**config.mk**
```make
export PLATFORM = sky130hd
export DESIGN_NAME = reg_access_arbiter
export DESIGN_NICKNAME = d
export VERILOG_FILES = /design/src/rtl/reg_arb_pkg.sv /design/src/rtl/rr_pick.sv /design/src/rtl/reg_access_arbiter.sv
export SDC_FILE = /design/constraint.sdc
export NUM_CORES = 1
export LEC_CHECK = 0
export ABC_CLOCK_PERIOD_IN_PS = 5400
export BUFFER_PORTS_ARGS = -buffer_cell sky130_fd_sc_hd__buf_2
export CAP_MARGIN = 20
export CORE_UTILIZATION = 52
export DETAILED_ROUTE_END_ITERATION = 6
export HOLD_SLACK_MARGIN = 0.12
export PLACE_DENSITY = 0.82
export SLEW_MARGIN = 20
export SYNTH_ARGS = -nofsm -noshare
export SYNTH_HDL_FRONTEND = slang
export SYNTH_SLANG_ARGS = --single-unit
```
**constraint.sdc**
```tcl
create_clock -name clk -period 5.4 [get_ports clk]
set_input_delay 0.81 -clock clk [delete_from_list [all_inputs] [get_ports clk]]
set_output_delay 0.81 -clock clk [all_outputs]
set_load 0.1 [all_outputs]
```
**src/rtl/reg_arb_pkg.sv**
```systemverilog
// Shared types and constants for the register access arbiter.
package reg_arb_pkg;

  // Access class chosen for a cycle
  typedef enum logic [1:0] {
    CLS_NONE  = 2'd0,
    CLS_WRITE = 2'd1,
    CLS_READ  = 2'd2
  } arb_class_e;

  // Legal parameter ranges
  localparam int unsigned DATA_WIDTH_MIN   = 8;
  localparam int unsigned DATA_WIDTH_MAX   = 32;
  localparam int unsigned NUM_REQ_MIN      = 2;
  localparam int unsigned NUM_REQ_MAX      = 8;
  localparam int unsigned STARVE_LIMIT_MIN = 1;
  localparam int unsigned STARVE_LIMIT_MAX = 15;

  // Width of an index that addresses n requesters (at least 1 bit)
  function automatic int unsigned idx_width(input int unsigned n);
    return (n <= 1) ? 1 : $clog2(n);
  endfunction

endpackage

```
**src/rtl/rr_pick.sv**
```systemverilog
// Round-robin picker: first set bit of vec searching upward from ptr+1, with wrap.
module rr_pick
  import reg_arb_pkg::*;
#(
  parameter int N  = 4,
  parameter int IW = idx_width(N)
) (
  input  logic [N-1:0]  vec,
  input  logic [IW-1:0] ptr,
  output logic [N-1:0]  gnt,
  output logic [IW-1:0] idx,
  output logic          found
);

  localparam int unsigned NU = N;

  logic [IW-1:0] pos;

  // Scan N positions starting after the pointer; first hit wins
  always_comb begin
    gnt   = '0;
    idx   = '0;
    found = 1'b0;
    pos   = '0;
    for (int unsigned k = 1; k <= NU; k++) begin
      pos = IW'((32'(ptr) + k) % NU);
      if (!found && vec[pos]) begin
        found    = 1'b1;
        idx      = pos;
        gnt[pos] = 1'b1;
      end
    end
  end

endmodule

```
**src/rtl/reg_access_arbiter.sv**
```systemverilog
// Shared storage register with write-priority round-robin arbitration
// and a starvation bound on pending reads.
module reg_access_arbiter
  import reg_arb_pkg::*;
#(
  parameter int DATA_WIDTH   = 8,
  parameter int NUM_REQ      = 4,
  parameter int STARVE_LIMIT = 3
) (
  input  logic                          clk,
  input  logic                          reset,
  input  logic [NUM_REQ-1:0]            req,
  input  logic [NUM_REQ-1:0]            req_we,
  input  logic [NUM_REQ*DATA_WIDTH-1:0] req_wdata,
  output logic [NUM_REQ-1:0]            gnt,
  output logic [DATA_WIDTH-1:0]         rdata,
  output logic                          rvalid,
  output logic [$clog2(NUM_REQ)-1:0]    rid,
  output logic [DATA_WIDTH-1:0]         reg_q
);

  localparam int IW = idx_width(NUM_REQ);
  localparam logic [3:0] LIMIT = 4'(STARVE_LIMIT);

  logic [NUM_REQ-1:0]    w_vec;
  logic [NUM_REQ-1:0]    r_vec;
  logic [NUM_REQ-1:0]    cls_vec;
  logic [NUM_REQ-1:0]    pick_gnt;
  logic [IW-1:0]         pick_idx;
  logic                  pick_found;
  logic [IW-1:0]         last_gnt;
  logic [3:0]            starve_cnt;
  logic                  force_read;
  logic                  wr_grant;
  logic                  rd_grant;
  arb_class_e            cls;
  logic [DATA_WIDTH-1:0] wdata_arr [NUM_REQ];

  assign w_vec      = req & req_we;
  assign r_vec      = req & ~req_we;
  assign force_read = (starve_cnt == LIMIT);

  for (genvar i = 0; i < NUM_REQ; i++) begin : g_slice
    assign wdata_arr[i] = req_wdata[i*DATA_WIDTH +: DATA_WIDTH];
  end

  // Class selection: forced read, else writes, else reads
  always_comb begin
    cls     = CLS_NONE;
    cls_vec = '0;
    if (force_read && (|r_vec)) begin
      cls = CLS_READ;
    end else if (|w_vec) begin
      cls = CLS_WRITE;
    end else if (|r_vec) begin
      cls = CLS_READ;
    end
    case (cls)
      CLS_WRITE: cls_vec = w_vec;
      CLS_READ:  cls_vec = r_vec;
      default:   cls_vec = '0;
    endcase
  end

  rr_pick #(
    .N  (NUM_REQ),
    .IW (IW)
  ) u_pick (
    .vec   (cls_vec),
    .ptr   (last_gnt),
    .gnt   (pick_gnt),
    .idx   (pick_idx),
    .found (pick_found)
  );

  assign gnt      = reset ? '0 : pick_gnt;
  assign wr_grant = pick_found && (cls == CLS_WRITE);
  assign rd_grant = pick_found && (cls == CLS_READ);

  // Shared round-robin pointer advances on every grant of either class
  always_ff @(posedge clk or posedge reset) begin
    if (reset) begin
      last_gnt <= IW'(NUM_REQ - 1);
    end else if (pick_found) begin
      last_gnt <= pick_idx;
    end
  end

  // Storage register loads the granted writer's slice
  always_ff @(posedge clk or posedge reset) begin
    if (reset) begin
      reg_q <= '0;
    end else if (wr_grant) begin
      reg_q <= wdata_arr[pick_idx];
    end
  end

  // Read return: capture pre-edge contents and tag with the reader
  always_ff @(posedge clk or posedge reset) begin
    if (reset) begin
      rdata  <= '0;
      rid    <= '0;
      rvalid <= 1'b0;
    end else begin
      rvalid <= rd_grant;
      if (rd_grant) begin
        rdata <= reg_q;
        rid   <= pick_idx;
      end
    end
  end

  // Starvation counter: counts writes granted over pending reads, saturating
  always_ff @(posedge clk or posedge reset) begin
    if (reset) begin
      starve_cnt <= '0;
    end else if (!(|r_vec) || rd_grant) begin
      starve_cnt <= '0;
    end else if (wr_grant && (starve_cnt < LIMIT)) begin
      starve_cnt <= starve_cnt + 4'd1;
    end
  end

endmodule

```
== Word-level counts from Yosys, hierarchy flattened ==
Index checks and enable logic that the tools add are counted.
Operators by class
  $lt $le $gt $ge: 10
  equal/unequal tests: 3
  $mul: 0
  shift-type cells: 0
  mux-type cells: 38
  div/mod/pow operators: 0
  add/subtract/negate cells: 5
  reductions and logical operators: 19
  bitwise operators: 7
Operator list (count)
  $mux W4: 7
  $bmux W8 S2: 1
  $mux W8: 2
  $mux W2: 7
  $lt A2 B3 Y1 const B: 4
  $mux W1: 12
  $or A4 B4 Y4: 3
  $logic_and A1 B1 Y1: 11
  $and A4 B4 Y4: 2
  $bmux W1 S2: 4
  $demux W1 S2: 4
  $ge A2 B1 Y1 const B: 4
  $pmux W4 S2: 1
  $reduce_or A4 Y1: 2
  $add A2 B1 Y2 const B: 2
  $add A2 B2 Y2 const B: 2
  $add A4 B1 Y4 const B: 1
  $eq A4 B2 Y1 const B: 1
  $logic_not A1 Y1: 4
  $lt A4 B2 Y1 const B: 1
  $not A4 Y4: 1
  $ge A3 B3 Y1 const B: 1
  $not A2 Y3: 1
  $eq A2 B1 Y1 const B: 1
  other kinds (3): 3
Storage, ports and cells
  bits in registers: 25
  output and inout bits: 23
  latch bits: 0
  memory bits (writable): 0
  memories kept: 0
  memory bits (read-only): 0
  word-level logic and storage cells: 88

== Logic depth before layout (Yosys ltp) ==
Gate-level depths: netlist of run 1.
  depth after elaboration: 24
  mapped depth: 17

== Cells and area by module ==
A second synthesis of run 1 with hierarchy kept.
Second synthesis, totals
  cells, all modules: 168
  area total of the unflattened synthesis: 1890.6 sq um
By module, submodules not included
  reg_access_arbiter: times used 1, cells an instance 100, area an instance 1365.1 sq um
  rr_pick: times used 1, cells an instance 68, area an instance 525.5 sq um

== Worst setup path after synthesis of run 1 ==
Ideal clock, no wire load.
  path type: in2out
  start point: input req_we[2]
  end point: output gnt[0]
  required time: 4590 ps
  arrival: 3927 ps
  stages: 13
  setup slack: 663 ps
  path through: inv_1 a22oi_1 o221ai_1 a32o_1 and2_1 ha_1 nor2b_1 and2_4 mux4_2 and2_1 a22oi_1 o21ai_0 and2_1
On the way
  cells in the longest elaborated chain, start to end: 21
  elaborated cells on any way between the ends: 37
  those cells by class: 2 x eq/ne; 20 x mux; 6 x bitwise; 9 x reduce/logical
RTL lines
  start, declared: RTL line reg_access_arbiter.sv:13  | input logic [NUM_REQ-1:0] req_we,
  $not A4 Y4: RTL line reg_access_arbiter.sv:40  | assign r_vec = req & ~req_we;
  $and A4 B4 Y4: RTL line reg_access_arbiter.sv:40
  $reduce_or A4 Y1: RTL line reg_access_arbiter.sv:51, reg_access_arbiter.sv:55
  $mux W2: RTL line reg_access_arbiter.sv:55  | end else if (|r_vec) begin
  $mux W2: RTL line reg_access_arbiter.sv:53  | end else if (|w_vec) begin
  $mux W2: RTL line reg_access_arbiter.sv:51  | if (force_read && (|r_vec)) begin
  $eq A2 B2 Y1 / $eq A2 B1 Y1 (equally long branches): RTL line reg_access_arbiter.sv:58  | case (cls)
  $pmux W4 S2 *: RTL line reg_access_arbiter.sv:58
  (+5 left out)
  $mux W1: RTL line rr_pick.sv:27  | if (!found && vec[pos]) begin
  $logic_not A1 Y1: RTL line rr_pick.sv:27
  $logic_and A1 B1 Y1: RTL line rr_pick.sv:27
  $mux W1: RTL line rr_pick.sv:27
  $logic_not A1 Y1: RTL line rr_pick.sv:27
  $logic_and A1 B1 Y1: RTL line rr_pick.sv:27
  $mux W4 *: RTL line rr_pick.sv:27
  $mux W4 *: RTL line reg_access_arbiter.sv:76  | assign gnt = reset ? '0 : pick_gnt;
  end, declared: RTL line reg_access_arbiter.sv:15  | output logic [NUM_REQ-1:0] gnt,
Mark *: on every way between the ends. The rest lies on a longest branch, timed or not. The select of a mux whose other input is x is not followed.

== Worst setup path after layout of run 1 ==
  start point: input req_we[2]
  end point: output gnt[1]
Same word-level chain as after synthesis.

==> results.md, run 1 <==
- I/O Buffers: 64
- Adder-cell share of the synthesized area: 6.33%
- Seq. cell area: 628 um2
- Multiplexer area fraction after synthesis: 7.88%
- Area of the multi-input gates: 1370 um2
- CTS tree: yes
- Startpoint types: input pin
- Tmin final: 5.10 ns
- Syn nets: 300
- Worst Skew: 0.00464 ns
- Min-delay worst type: flop to flop
- CTS max path bufs: 2
- Clock-pin slew on the worst setup and hold paths: 0.08 ns
- Post-synth ARST share: 100%
- Area of the mapped netlist: 2180 um2
- H-tree Lvls: 1
- Max Freq: 0.196 GHz
- Fin crit share: 94.4%
- Tightest Pin Transition: 0.594 ns
- Worst EP arrival: 4.29 ns
- I/O pins: 65
- Clk sinks: 25
- Critical path type: input pin to primary output
- RSZ-0062 raised after global routing: no
- Largest family of logic cells by synthesized area: compound AO/OA/AOI/OAI gates
- Yosys reg bits: 25
- Routed WL: 5170 um
- CTS Buf Count: 3
- Initial Util: 54.4%
- Post-synthesis cell type count: 54
- Global-route wire length before repair: 8290 um
- Wire per inst: 14.6 um
- Vias/cell: 5.89
- Root buf cell: clkbuf_8
- Postcts setup bufs: 0
- Nets@finish: 359
- Iter 0 DRT Violations: 93
- Max Cap Violations: 0
- Full die area: 4450 um2
- Post-synthesis simple-gate area fraction: 15.8%
- Row cnt: 23
- Max Slew Vio Count: 0
- Status: complete, no violations
- Max Fanout on Critical Path: 8
- ANT cells: 0
- Average cell area after synthesis: 8.81 um2
- Cells after Synth: 247
- EDFF count, synth: 0
- Final Hold Viols: 0
- Fill count: 338
- DRT Pass-1 Iters: 5
- Total GRT Usage: 24.2%
- Largest net degree at the start of global routing: 32
- CP endpoint kind: primary output
- Die Span Y: 66.7 um
- Routability cong.: 0.899
- Vias in the first global route: 1768
- Die width: 66.7 um
- CP Data Required Time: 4.59 ns
- Ys flop type: dfrtp_1
- Hpwl dp: 3880 um
- Xor/xnor cell area share of the yosys netlist: 0.403%
- Worst skew pair latency: 0.26 ns
- Endpoints failing setup: 0
- DRC Markers: 0
- Area Overhead vs Synth: 16.7%
- Setup TNS Final: 0 ns
- Compound-gate portion of the synthesized area: 32.3%
- Total grt overflow: 0
- Via Count: 2091
- Initial antenna violation count: 0
- Antenna Nets Post-Route: 0
- Slew headroom: 60.4%
- Synth warn: 0
- Post-synthesis sequential area ratio: 28.9%
- Core Region: 4000 um2
- Layout cells sized above 1: 29.2%
==> cell families after synthesis <==
logic type / count (synthesis)
DFF: 25
and+or+nand+nor: 73
AOI/OAI and AO/OA: 87
adders and majority gates: 11
muxes: 11
buffers and inverters: 39
xor gates and xnor gates: 1
==> placed cells by master, fill, tap and decap left out, types with 2 or more instances in the layout <==
cell / instances
mux4_2: 4
and3_1: 2
nor3_1: 2
buf_4: 2
mux2i_1: 3
buf_2: 64
o21ai_0: 8
a21o_1: 2
dfstp_2: 2
o31ai_1: 7
a211oi_1: 30
a211oi_2: 4
dfrtp_1: 23
nand2b_1: 5
nand2_1: 40
nand3_1: 2
nor2_1: 6
inv_1: 26
clkbuf_8: 3
o2111ai_1: 2
mux2_2: 2
ha_1: 11
a21oi_1: 3
a2111oi_0: 2
a31oi_1: 2
a22oi_1: 12
nand4_1: 3
and2_1: 6
==> per-layer routing <==
metal	GRT usage, %	up-vias	wire length, um
li1	-	1036	-
met1	35.0	981	2390
met2	37.9	66	2510
met3	2.40	8	207
met4	7.18	0	65
met5	0	-	0
==> worst paths after layout <==
kind	startpoint	endpoint	slack, ns	depth (start not counted)
worst max-delay path	req_we[2]	gnt[1]	0.30	15
worst min-delay path	rdata[0]$_DFFE_PP0P_	rdata[0]$_DFFE_PP0P_	0.47	2
worst max register to register	starve_cnt[0]$_DFFE_PP0P_	reg_q[7]$_DFFE_PP0P_	1.35	11
worst min register to register	rdata[0]$_DFFE_PP0P_	rdata[0]$_DFFE_PP0P_	0.47	2
max in group asynchronous	reset	last_gnt[0]$_DFFE_PP1N_	4.52	3
min in group asynchronous	reset	starve_cnt[3]$_DFFE_PP0P_	0.59	3
==> critical path: stages <==
cell	delay [ns]
buf_2	0.12
inv_1	0.04
a22oi_1	0.17
o221ai_1	0.21
a32o_1	0.34
and2_1	0.18
ha_1	0.35
nand2b_1	0.28
or2_0	0.30
mux4_2	0.54
and2_1	0.22
a22oi_1	0.16
o21ai_0	0.10
and2_1	0.16
buf_2	0.28
==> synthesized netlist by cell type (3+ instances only) <==
cell type / instances / share of area (%)
nand2_1: 40 / 6.9
a211oi_1: 30 / 10
inv_1: 26 / 4.5
dfrtp_1: 23 / 26
a22oi_1: 12 / 4.1
ha_1: 11 / 6.3
o21ai_0: 8 / 1.8
o31ai_1: 7 / 2.4
and2_1: 6 / 1.7
nor2_1: 6 / 1.0
buf_2: 5 / 1.1
nand2b_1: 5 / 1.4
a211oi_2: 4 / 2.3
clkbuf_1: 4 / 0.69
mux4_2: 4 / 4.1
a21oi_1: 3 / 0.69
mux2i_1: 3 / 1.4
nand4_1: 3 / 0.86
==> repair_timing <==
action	4_1_cts	5_1_grt
gates resized for setup	0	1
endpoints found under the setup margin	0	3
hold buffers	0	0
==> state kept, by name (all words and copies together), names as in the netlist <==
signal      flops
rvalid          1
reg_q           8
starve_cnt      4
rdata           8
last_gnt        2
rid             2
==> area by class of cell <==
class	instances	share of cell area, %
multi-input combinational	183	53.8
inverter	27	3.99
timing repair buffer	66	13.2
clock buffer	4	1.77
tap	50	2.46
sequential	25	24.7
==> stage by stage <==
stage               cell area [um2]  util [%]  hold WS (ns)  setup WS [ns]  instances
global placement               2490      62.3         0.453          0.494        351
detailed placement             2490      62.3         0.459          0.332        351
global route                   2540      63.5         0.509         0.0491        355
CTS                            2540      63.4         0.479          0.306        355
floorplan                      2180         -         0.492          0.663        247
finish                         2540      63.5         0.475          0.303        355
Power of run 1 is left out: the tool's default activity adds up to more than one toggle a clock period on the data nets, which glitch-free logic cannot reach.
==> run 2: changes to the inputs <==
--- a/config.mk
+++ b/config.mk
@@ -11,7 +11,7 @@
 export CORE_UTILIZATION = 52
 export DETAILED_ROUTE_END_ITERATION = 6
 export HOLD_SLACK_MARGIN = 0.12
-export PLACE_DENSITY = 0.82
+export PLACE_DENSITY_LB_ADDON = 0.25
 export SLEW_MARGIN = 20
 export SYNTH_ARGS = -nofsm -noshare
 export SYNTH_HDL_FRONTEND = slang
==> results.md, run 2 (same netlist as run 1, synthesis figures left out) <==
- Met3 usage: 1.37% (was 2.40%)
- Total GRT Usage: 24.3% (was 24.2%)
- Root buf cell: clkbuf_8 (unchanged)
- Initial antenna violation count: 0 (unchanged)
- Tightest Pin Transition: 0.626 ns (was 0.594 ns)
- Place WS: 0.383 ns (was 0.332 ns)
- Iter 0 DRT Violations: 151 (was 93)
- Placed cells: 351 (unchanged)
- Worst EP arrival: 4.24 ns (was 4.29 ns)
- Slew headroom: 58.0% (was 60.4%)
- Commonest non-fill, non-tap cell in the layout: buf_2 (unchanged)
- Setup TNS Final: 0 ns (unchanged)
- Antenna Nets Post-Route: 0 (unchanged)
- Endpoints failing setup: 0 (unchanged)
- CP endpoint kind: primary output (unchanged)
- Final setup margin: 0.352 ns (was 0.303 ns)
- Worst Skew: 0.00429 ns (was 0.00464 ns)
- H-tree Lvls: 1 (unchanged)
- DRC Markers: 1 (was 0)
- CTS resizes: 0 (unchanged)
- Fill count: 364 (was 338)
- Largest net degree at the start of global routing: 32 (unchanged)
- CTS tree: yes (unchanged)
- CP Data Required Time: 4.59 ns (about the same)
- Routability cong.: 0.842 (was 0.899)
- Final Hold Viols: 0 (unchanged)
- Row cnt: 23 (unchanged)
- Global-route wire length before repair: 8420 um (was 8290 um)
- Reg2Reg Depth: 11 (unchanged)
- Fin cells: 355 (unchanged)
- Layout cells sized above 1: 28.9% (was 29.2%)
- WHS Path Cells: 2 (unchanged)
- Hold path start: rdata[6]$_DFFE_PP0P_ (was rdata[0]$_DFFE_PP0P_)
- Tmin final: 5.05 ns (was 5.10 ns)
- Flop2flop setup slack: 1.38 ns (was 1.35 ns)
- Vias/cell: 5.89 (about the same)
- Fin crit share: 93.5% (was 94.4%)
- Reg-to-Reg Start: starve_cnt[0]$_DFFE_PP0P_ (unchanged)
- I/O pins: 65 (unchanged)
- CTS Hold Buffers Added: 0 (unchanged)
- Violated checks: design-rule violations
- Hpwl dp: 3870 um (was 3880 um)
- Worst skew pair latency: 0.27 ns (was 0.26 ns)
- Met1 capacity usage during global routing: 37.2% (was 35.0%)
- Most Crowded Layer GR: met1 (was met2)
- Postcts setup bufs: 0 (unchanged)
- DRT Pass-1 Iters: 7 (was 5)
- Total grt overflow: 0 (unchanged)
- Vias in the first global route: 1822 (was 1768)
- Clk sinks: 25 (unchanged)
- Max Freq: 0.198 GHz (was 0.196 GHz)
- CTS max path bufs: 2 (unchanged)
- CTS Buf Count: 3 (unchanged)
- Worst Hold End: rdata[6]$_DFFE_PP0P_ (was rdata[0]$_DFFE_PP0P_)
- Met2 usage: 36.6% (was 37.9%)
- Final Core Density: 63.4% (was 63.5%)
- Die Span Y: 66.7 um (unchanged)
- Via Count: 2092 (was 2091)
- Nets@finish: 359 (unchanged)
- I/O Buffers: 64 (unchanged)
- Max Slew Vio Count: 0 (unchanged)
- Core Region: 4000 um2 (unchanged)
- RR Endpoint: reg_q[1]$_DFFE_PP0P_ (was reg_q[7]$_DFFE_PP0P_)
- Startpoint types: input pin (unchanged)
- Most frequent cells in the layout: 64 x buf_2, 40 x nand2_1, 30 x a211oi_1 (unchanged)
- Critical path type: input pin to primary output (unchanged)
- Full die area: 4450 um2 (unchanged)
- Initial Util: 54.4% (unchanged)
- Wire per inst: 14.5 um (was 14.6 um)
- Min-delay worst type: flop to flop (unchanged)
- RSZ-0062 raised after global routing: no (unchanged)
- Max Cap Violations: 0 (unchanged)
- ANT cells: 0 (unchanged)
- Clock-pin slew on the worst setup and hold paths: 0.08 ns (about the same)
- Routed WL: 5160 um (was 5170 um)
- Die width: 66.7 um (unchanged)
- Biggest regs: rdata (8), reg_q (8), starve_cnt (4) (unchanged)
- Status: complete, but fails checks (was complete, no violations)
- Area Overhead vs Synth: 16.6% (was 16.7%)
- Max Fanout on Critical Path: 7 (was 8)
==> run 2: cell count changes in the layout (fill, tap and decap cells not counted) <==
cell,previous run,this run
nor2b_1,1,2
nor2b_2,1,0
==> run 2: how the worst max path moves through the flow <==
stage | cells after the start | endpoint | slack (ns) | from
2_1_floorplan | 13 | gnt[0] | 0.66 | req_we[2]
3_3_place_gp | 15 | gnt[2] | 0.48 | req_we[2]
3_5_place_dp | 15 | gnt[2] | 0.38 | req_we[2]
4_1_cts | 15 | gnt[2] | 0.37 | req_we[2]
5_1_grt | 15 | gnt[3] | 0.02 | req_we[2]
6_report | 15 | gnt[2] | 0.35 | req_we[2]
==> run 2: worst max-delay path, stage by stage <==
cell and delay (ns):
buf_2 0.12, inv_1 0.05, a22oi_1 0.17, o221ai_1 0.21
a32o_1 0.33, and2_1 0.18, ha_1 0.34, nor2b_1 0.38
nand2_1 0.20, mux4_2 0.56, and2_1 0.22, a22oi_1 0.15
o21ai_0 0.08, and2_1 0.15, buf_2 0.28
==> run 2: through the flow <==
stage | area, um2 | hold WS, ns
floorplan | 2180 | 0.492
global placement | 2490 | 0.455
detailed placement | 2490 | 0.457
CTS | 2540 | 0.478
global route | 2540 | 0.512
finish | 2540 | 0.472
==> run 2: final cells by class <==
class / instances / area, um2 / share of cell area [%]
repair buffers: 66 / 335 / 13.2
multi-input cells: 183 / 1360 / 53.8
inverters: 27 / 101 / 4.00
well taps: 50 / 62.6 / 2.47
clock buffers: 4 / 45.0 / 1.78
flip-flops and latches: 25 / 628 / 24.8
==> run 2: routing by layer <==
metal	up-vias	part of all wire [%]
met4	0	1.4
met3	10	5.0
met2	82	45
met5	-	0
li1	1039	-
met1	961	49
Power of run 2 is left out for the same reason.
==> run 3: changes to the inputs <==
==> constraint.sdc (replaced) <==
create_clock -name clk -period 5.4 [get_ports clk]
set_input_delay 1.62 -clock clk [delete_from_list [all_inputs] [get_ports clk]]
set_output_delay 1.62 -clock clk [all_outputs]
set_load 0.1 [all_outputs]
==> results.md, run 3 (same netlist as run 1, synthesis figures left out) <==
- Clock-pin slew on the worst setup and hold paths: 0.08 ns (about the same)
- Worst Skew: 0.00583 ns (was 0.00429 ns)
- Root buf cell: clkbuf_8 (unchanged)
- Die Span Y: 66.7 um (unchanged)
- Nets@finish: 405 (was 359)
- Iter 0 DRT Violations: 255 (was 151)
- Total Power: 0.00193 W
- Max Fanout on Critical Path: 7 (unchanged)
- Pleak: 1.54 nW
- CTS Buf Count: 3 (unchanged)
- Comb pwr share: 76.8%
- Commonest non-fill, non-tap cell in the layout: buf_2 (unchanged)
- Most frequent cells in the layout: 57 x buf_2, 47 x buf_4, 40 x nand2_1 (was 64 x buf_2, 40 x nand2_1, 30 x a211oi_1)
- Row cnt: 23 (unchanged)
- DRC Markers: 0 (was 1)
- WHS Path Cells: 2 (unchanged)
- Clk sinks: 25 (unchanged)
- Core Region: 4000 um2 (unchanged)
- Tightest Pin Transition: 0.579 ns (was 0.626 ns)
- Vias in the first global route: 2139 (was 1822)
- Routed WL: 6440 um (was 5160 um)
- Worst skew pair latency: 0.27 ns (about the same)
- Reg-to-Reg Start: starve_cnt[0]$_DFFE_PP0P_ (unchanged)
- Int Power: 0.000760 W
- Placed standard-cell area: 2960 um2 (was 2490 um2)
- I/O pins: 65 (unchanged)
- Routability cong.: 0.903 (was 0.842)
- NetSw: 0.00117 W
- CP endpoint kind: primary output (unchanged)
- Fin crit share: 110% (was 93.5%)
- CTS Hold Buffers Added: 0 (unchanged)
- Flop2flop setup slack: 1.51 ns (was 1.38 ns)
- Initial antenna violation count: 0 (unchanged)
- Max Freq: 0.169 GHz (was 0.198 GHz)
- Crit path from: req_we[2] (unchanged)
- Antenna Nets Post-Route: 0 (unchanged)
- Critical path type: input pin to primary output (unchanged)
- Hpwl dp: 4710 um (was 3870 um)
- Final setup margin: -0.528 ns (was 0.352 ns)
- Max Slew Vio Count: 0 (unchanged)
- Endpoints failing setup: 4 (was 0)
- Min-delay worst type: flop to flop (unchanged)
- Startpoint types: input pin (unchanged)
- RR Endpoint: reg_q[5]$_DFFE_PP0P_ (was reg_q[1]$_DFFE_PP0P_)
- Reg2Reg Depth: 13 (was 11)
- VDD IR max: 0.409 mV
- Area Overhead vs Synth: 43.3% (was 16.6%)
- RSZ-0062 raised after global routing: yes (was no)
- ANT cells: 0 (unchanged)
- Largest net degree at the start of global routing: 31 (was 32)
- Global-route wire length before repair: 9940 um (was 8420 um)
- H-tree Lvls: 1 (unchanged)
- Final Hold Viols: 0 (unchanged)
- Slew headroom: 61.1% (was 58.0%)
- Switch share: 60.6%
- Hold path start: rdata[3]$_DFFE_PP0P_ (was rdata[6]$_DFFE_PP0P_)
- Clock network fraction of design power: 5.8%
- CTS tree: yes (unchanged)
- Biggest regs: rdata (8), reg_q (8), starve_cnt (4) (unchanged)
- Die width: 66.7 um (unchanged)
- Status: complete, but fails checks (unchanged)
- CP Data Required Time: 3.78 ns (was 4.59 ns)
- Total grt overflow: 0 (unchanged)
- Wire per inst: 16.1 um (was 14.5 um)
- Full die area: 4450 um2 (unchanged)
- Layout cells sized above 1: 45.6% (was 28.9%)
- CTS max path bufs: 2 (unchanged)
- DRT Pass-1 Iters: 5 (was 7)
- Tmin final: 5.93 ns (was 5.05 ns)
- Total GRT Usage: 29.2% (was 24.3%)
- Worst Hold End: rdata[3]$_DFFE_PP0P_ (was rdata[6]$_DFFE_PP0P_)
- Via Count: 2411 (was 2092)
- Sequential share of power: 17.4%
- PD cells: 618 nW/um2
- Vias/cell: 6.01 (was 5.89)
- Max Cap Violations: 0 (unchanged)
- I/O Buffers: 64 (unchanged)
- Worst EP arrival: 4.31 ns (was 4.24 ns)
- Cell area after layout: 3120 um2 (was 2540 um2)
- Initial Util: 54.4% (unchanged)
- Violated checks: negative setup slack (was design-rule violations)
run 3: cell count changes in the layout (fill, tap and decap cells not counted), moves of 4 or more:
cell / change
a22oi_1: -6
a22oi_2: +6
and2_1: -6
and2_4: +6
buf_12: +4
buf_2: -7
buf_4: +45
buf_6: +4
o21ai_0: -4
o21ai_1: +4
run 3: power by group through the flow:
stage	registers (W)	logic [W]	clock network, W
after global placement	0.000332	0.00141	0
after global routing	0.000346	0.00156	0.000119
after detailed placement	0.000336	0.00144	0
after floorplan	0.000774	0.000706	0
after CTS	0.000332	0.00145	0.000112
final	0.000335	0.00148	0.000112
run 3: worst max path at each step:
stage / to / slack (ns)
detailed placement: gnt[0] / -0.52
global placement: gnt[0] / -0.49
finish: gnt[0] / -0.53
CTS: gnt[3] / -0.52
global route: gnt[3] / -0.61
floorplan: gnt[0] / -0.38
run 3: layout make-up:
cell class,instances,area (um2)
Sequential cell,25,628
Fill cell,268,882
Clock buffer,4,45.0
Inverter,27,101
Multi-Input combinational cell,183,1520
Timing Repair Buffer,112,763
Tap cell,50,62.6
run 3: worst max-delay path, stage by stage:
cell	delay, ns
buf_6	0.07
inv_2	0.03
a22oi_2	0.17
o221ai_2	0.12
a32o_2	0.28
and2_4	0.15
ha_4	0.24
nand2b_4	0.17
or2_1	0.25
mux4_2	0.47
and2_4	0.20
a22oi_2	0.12
o21ai_1	0.08
and2_4	0.17
buf_12	0.16
run 3: stage by stage:
| stage | TNS (ns) | setup slack [ns] | util, % | instances | hold WS, ns |
|---|---|---|---|---|---|
| after floorplan | -1.53 | -0.383 | - | 247 | 0.492 |
| after global placement | -1.93 | -0.485 | 73.9 | 393 | 0.452 |
| after detailed placement | -2.04 | -0.522 | 73.9 | 393 | 0.457 |
| after CTS | -2.02 | -0.520 | 76.0 | 398 | 0.477 |
| after global routing | -2.40 | -0.612 | 77.9 | 401 | 0.505 |
| final | -2.06 | -0.528 | 77.9 | 401 | 0.476 |
run 3: metal layers:
metal,share of wire [%],vias to the layer above,global-route usage [%]
li1,-,1132,-
met1,42,1136,39.8
met2,49,126,48.1
met3,6.8,17,4.11
met4,2.1,0,7.71
met5,0,-,0
run 3: timing repair:
action                                  CTS  global route
endpoints found under the setup margin    4             4
setup buffers                             1             3
pin swaps                                 5            10
resized for setup                         8            10
Note: power is estimated with default switching activity, not from simulation.
